File: config.mk
export PLATFORM = sky130hd
export DESIGN_NAME = sm3_msg_feeder
export DESIGN_NICKNAME = d
export VERILOG_FILES = /design/src/rtl/sm3_msg_feeder.sv
export SDC_FILE = /design/constraint.sdc
export NUM_CORES = 1
export LEC_CHECK = 0
export ABC_AREA = 1
export BUFFER_PORTS_ARGS = -buffer_cell sky130_fd_sc_hd__buf_2
export CAP_MARGIN = 0
export CORE_ASPECT_RATIO = 1.4
export CORE_MARGIN = 4
export CORE_UTILIZATION = 62
export DETAILED_ROUTE_END_ITERATION = 16
export PLACE_DENSITY_LB_ADDON = 0.12
export SYNTH_ARGS = -nofsm -noshare
export SYNTH_HDL_FRONTEND = slang
export SYNTH_SLANG_ARGS = --single-unit
File: constraint.sdc
create_clock -name clk -period 27.1 [get_ports clk]
set_input_delay 4.065 -clock clk [delete_from_list [all_inputs] [get_ports clk]]
set_output_delay 4.065 -clock clk [all_outputs]
set_load 0.05 [all_outputs]
File: src/rtl/sm3_msg_feeder.sv
// rtl/sm3_msg_feeder.sv - byte packer, message word FIFO and digest return path for an SM3 core
module sm3_msg_feeder #(
  parameter int INPT_DW    = 32,
  parameter int FIFO_DEPTH = 8
) (
  input  logic                 clk,
  input  logic                 rst,
  input  logic [7:0]           byte_d,
  input  logic                 byte_vld,
  input  logic                 byte_lst,
  output logic                 byte_rdy,
  output logic [INPT_DW-1:0]   msg_d,
  output logic [INPT_DW/8-1:0] msg_vld_byte,
  output logic                 msg_vld,
  output logic                 msg_lst,
  input  logic                 msg_rdy,
  input  logic [255:0]         res_d,
  input  logic                 res_vld,
  output logic [31:0]          dgst_d,
  output logic                 dgst_vld,
  output logic                 dgst_lst,
  input  logic                 dgst_rdy,
  output logic                 err
);

  localparam int NB = INPT_DW / 8;
  localparam int KW = $clog2(NB);
  localparam int AW = $clog2(FIFO_DEPTH);
  localparam int EW = INPT_DW + NB + 1;
  localparam logic [AW:0] FULL_CNT = (AW+1)'(FIFO_DEPTH);

  typedef enum logic [1:0] {LOAD, WAIT_RES, DGST} state_t;

  state_t              state_q, state_d;
  logic [KW-1:0]       k_q, k_d;
  logic [INPT_DW-1:0]  pack_q, pack_d;
  logic [EW-1:0]       mem_q [FIFO_DEPTH];
  logic [AW-1:0]       wr_q, wr_d, rd_q, rd_d;
  logic [AW:0]         cnt_q, cnt_d;
  logic                byte_rdy_q, byte_rdy_d;
  logic [255:0]        dig_q, dig_d;
  logic [2:0]          idx_q, idx_d;
  logic                err_q, err_d;

  logic                byte_acc, push, pop;
  logic [INPT_DW-1:0]  word_w;
  logic [NB-1:0]       mask_w;
  logic [EW-1:0]       head_w;

  assign byte_acc = byte_vld & byte_rdy_q;
  assign push     = byte_acc & ((k_q == KW'(NB-1)) | byte_lst);
  assign msg_vld  = (cnt_q != '0);
  assign pop      = msg_vld & msg_rdy;
  assign head_w   = mem_q[rd_q];

  // Merge the incoming byte into its big-endian lane and build the leading-ones mask.
  always_comb begin
    word_w = pack_q;
    mask_w = '0;
    for (int j = 0; j < NB; j++) begin
      if (KW'(j) == k_q) word_w[INPT_DW-1-8*j -: 8] = byte_d;
      mask_w[NB-1-j] = (KW'(j) <= k_q);
    end
  end

  // Next-state for packer, FIFO pointers and occupancy.
  always_comb begin
    pack_d = pack_q;
    k_d    = k_q;
    wr_d   = wr_q;
    rd_d   = rd_q;
    cnt_d  = cnt_q;
    if (byte_acc) begin
      pack_d = push ? '0 : word_w;
      k_d    = push ? '0 : k_q + KW'(1);
    end
    if (push) wr_d = wr_q + AW'(1);
    if (pop)  rd_d = rd_q + AW'(1);
    case ({push, pop})
      2'b10:   cnt_d = cnt_q + (AW+1)'(1);
      2'b01:   cnt_d = cnt_q - (AW+1)'(1);
      default: cnt_d = cnt_q;
    endcase
  end

  // Control FSM: message load, digest wait, digest return; flags misplaced digest pulses.
  always_comb begin
    state_d = state_q;
    dig_d   = dig_q;
    idx_d   = idx_q;
    err_d   = err_q;
    case (state_q)
      LOAD: begin
        if (byte_acc && byte_lst) state_d = WAIT_RES;
        if (res_vld) err_d = 1'b1;
      end
      WAIT_RES: begin
        if (res_vld) begin
          if (cnt_q == '0) begin
            dig_d   = res_d;
            idx_d   = 3'd0;
            state_d = DGST;
          end else begin
            err_d = 1'b1;
          end
        end
      end
      DGST: begin
        if (dgst_rdy) begin
          dig_d = {dig_q[223:0], 32'h0};
          idx_d = idx_q + 3'd1;
          if (idx_q == 3'd7) state_d = LOAD;
        end
        if (res_vld) err_d = 1'b1;
      end
      default: state_d = LOAD;
    endcase
    byte_rdy_d = (state_d == LOAD) && (cnt_d != FULL_CNT);
  end

  // Control and datapath registers, cleared asynchronously.
  always_ff @(posedge clk or posedge rst) begin
    if (rst) begin
      state_q    <= LOAD;
      k_q        <= '0;
      pack_q     <= '0;
      wr_q       <= '0;
      rd_q       <= '0;
      cnt_q      <= '0;
      byte_rdy_q <= 1'b1;
      dig_q      <= '0;
      idx_q      <= '0;
      err_q      <= 1'b0;
    end else begin
      state_q    <= state_d;
      k_q        <= k_d;
      pack_q     <= pack_d;
      wr_q       <= wr_d;
      rd_q       <= rd_d;
      cnt_q      <= cnt_d;
      byte_rdy_q <= byte_rdy_d;
      dig_q      <= dig_d;
      idx_q      <= idx_d;
      err_q      <= err_d;
    end
  end

  // FIFO storage; contents are only observed while occupancy is non-zero.
  always_ff @(posedge clk) begin
    if (push) mem_q[wr_q] <= {byte_lst, mask_w, word_w};
  end

  assign byte_rdy     = byte_rdy_q;
  assign msg_d        = msg_vld ? head_w[INPT_DW-1:0] : '0;
  assign msg_vld_byte = msg_vld ? head_w[INPT_DW +: NB] : '0;
  assign msg_lst      = msg_vld & head_w[EW-1];
  assign dgst_vld     = (state_q == DGST);
  assign dgst_d       = dgst_vld ? dig_q[255:224] : 32'h0;
  assign dgst_lst     = dgst_vld & (idx_q == 3'd7);
  assign err          = err_q;

endmodule

==> flow_summary.json <==
{
  "status": "finished, final reports clean",
  "start_kind": "register",
  "clockPowerShare": 0.240,
  "cts_hold_buf": 0,
  "switchingPower_mw": 1.30,
  "htree_levels": 2,
  "final_cell_mix": "o21ai_0, nand2_1, buf_2",
  "yosysSeqAreaShare": 0.622,
  "worst-path-buf-inv": 3,
  "worst_pin_slew_ns": 1.33,
  "min_path_type": "reg -> reg",
  "critPathTopFamily": "buffers and inverters",
  "power.internal_mw": 2.04,
  "drive_above_1_share": 0.155,
  "cts_tree": "yes",
  "fp.coreArea_um2": 42000,
  "cp_slowest_stage_delay_ns": 0.84,
  "synth.ff_latch_count": 595,
  "placed_cell_area_um2": 28000,
  "drt_iter0_drc": 1861,
  "grt_overflow_total": 0,
  "setup_tns_ns": 0,
  "fmax_mhz": 128,
  "clockBufferDepth": 3,
  "path_clk_slew_ns": 0.07,
  "crit_arrival_ns": 3.75,
  "syn_nets": 3101,
  "rsz0062_at_grt": "no",
  "timing.slew.headroom": 0.112,
  "row_count": 89,
  "cts_setup_buffers": 0,
  "wl_per_cell_um": 18.2,
  "antenna_found_initial": 19,
  "seqPwrFrac": 0.404,
  "crit_path_frequent_cell": "o21ai_0",
  "gp_congestion": 0.872,
  "final_common_cell": "o21ai_0",
  "required_ns": 23.03,
  "powerDensity_nw_per_um2": 112,
  "synth_cell_type_count": 32,
  "vias_per_cell": 5.52,
  "path_class": "reg -> out",
  "nFillCells": 3138,
  "grtUsageTotal": 0.286,
  "die_area_um2": 45800,
  "ys_warn_count": 0,
  "fin_nets": 3343,
  "cts_root_buffer": "clkbuf_16",
  "hold_viol_final": 0,
  "area_growth_pct": 13.8,
  "grt_first_pass_wirelength_um": 104000,
  "report.final.slew_viol_count": 0,
  "grt_max_degree": 297,
  "path_max_fanout": 110,
  "drcViolationCount": 0,
  "drt_first_pass_iters": 6,
  "vias": 20200,
  "die_w_um": 182,
  "skew_ns": 0.0173,
  "dpl.hpwl_um": 42400,
  "setup_viol_count_final": 0,
  "portBuffers": 344,
  "final_area_um2": 29900,
  "crit_chain": "inv_4 -> buf_4 -> o21ai_0 -> o21ai_0 -> o21ai_0 -> a31oi_1 -> buf_2",
  "syn_inst": 2818,
  "syn_area_um2": 26300,
  "syn_avg_cell_area_um2": 9.32,
  "start_util": 0.626,
  "vdd.ir_drop.worst_v": 0.0000725,
  "grt_pass1_vias": 19800,
  "ctsResizeCount": 0,
  "combPwrFrac": 0.356,
  "die_height_um": 252,
  "critPathSlowestCell": "buf_4",
  "wirelength_um": 66600,
  "p_leak_nw": 13.2,
  "switching_share": 0.389,
  "period_minus_slack_ns": 7.81,
  "cts_buffers": 54,
  "clkLatencyLatePin_ns": 0.58,
  "crit_path_end_kind": "output port",
  "io_pins": 345,
  "cts_sinks": 595,
  "maxCapViolCount": 0,
  "ant_nets": 0,
  "finalCritPeriodShare": 0.288
}
per-layer routing:
layer,share of wire,GRT usage
met5,0.0012,0
met4,0.049,0.142
met3,0.071,0.0503
met2,0.51,0.494
met1,0.37,0.349
stage by stage:
| stage | power (mW) | utilization | setup slack [ns] | hold WS [ns] | cells |
|---|---|---|---|---|---|
| finish | 3.34 | 0.712 | 19.29 | 0.469 | 3665 |
| global route | 3.54 | 0.712 | 18.97 | 0.523 | 3661 |
| CTS | 3.35 | 0.711 | 19.25 | 0.471 | 3651 |
| detailed placement | 2.55 | 0.666 | 19.89 | 0.457 | 3550 |
| global placement | 2.50 | 0.666 | 19.90 | 0.456 | 3550 |
| floorplan | 2.22 | - | 14.55 | 0.468 | 2818 |
state kept, by name, summed over array words and instances (netlist names), 3 cells and up:
name,flops
rd_q,3
idx_q,3
pack_q,32
dig_q,256
wr_q,3
mem_q,288
cnt_q,4
power by group through the flow:
stage	combinational (mW)	clock, mW	sequential, mW
after global routing	1.33	0.846	1.37
after detailed placement	1.18	0	1.37
after CTS	1.19	0.809	1.35
final	1.19	0.800	1.35
after global placement	1.14	0	1.36
after floorplan	0.889	0	1.33
worst min-delay path, stage by stage (launching register included):
cell and delay [ns]:
dfrtp_1 0.34, inv_1 0.04, o21ai_0 0.06
kinds of logic (layout without fill, tap and decap cells):
| group | after synthesis | after routing | synth area share |
|---|---|---|---|
| XOR/XNOR | 5 | 5 | 0.00167 |
| AND/OR/NAND/NOR | 902 | 902 | 0.134 |
| flip-flops | 595 | 595 | 0.622 |
| adder cells (fa/ha/maj) | 12 | 12 | 0.00572 |
| AO/OA/AOI/OAI | 807 | 807 | 0.156 |
| buffers and inverters | 497 | 784 | 0.0810 |
| other | 0 | 14 | 0 |
worst paths after layout:
check / from / to / slack (ns) / depth (start not counted)
worst max-delay path: rd_q[0]$_DFFE_PP0P_ / msg_d[2] / 19.29 / 7
worst min-delay path: err$_DFFE_PP0P_ / err$_DFFE_PP0P_ / 0.47 / 2
worst max register to register: cnt_q[0]$_DFF_PP0_ / dig_q[225]$_DFFE_PP0P_ / 23.04 / 8
worst min register to register: err$_DFFE_PP0P_ / err$_DFFE_PP0P_ / 0.47 / 2
max in group asynchronous: rst / rd_q[0]$_DFFE_PP0P_ / 21.89 / 3
min in group asynchronous: rst / dig_q[247]$_DFFE_PP0P_ / 3.60 / 2
cell usage after synthesis (all sizes together):
library cell / n / area share
a21oi: 1 / 0.00019
a31oi: 36 / 0.0086
and2: 1 / 0.00024
buf: 114 / 0.026
clkbuf: 66 / 0.0094
dfrtp: 306 / 0.29
dfstp: 1 / 0.0010
edfxtp: 288 / 0.33
ha: 12 / 0.0057
inv: 317 / 0.045
nand2: 551 / 0.079
nand3: 45 / 0.0091
nand4: 2 / 0.0010
nor2: 299 / 0.043
nor3: 1 / 0.00038
o211ai: 1 / 0.00029
o21ai: 768 / 0.15
o22ai: 1 / 0.00024
or2: 3 / 0.00071
xnor2: 1 / 0.00033
xor2: 4 / 0.0013
cell type report:
cell class	instances	area (um^2)	area share
antenna	14	35.0	0.00117
clock buffer	84	1670	0.0557
clock inverter	17	219	0.00732
inverter	317	1210	0.0406
multi-input combinational	1726	7840	0.262
sequential	595	16300	0.546
tap	546	683	0.0229
timing repair buffer	366	1900	0.0635
No activity file was read; power rests on OpenSTA's default activity.
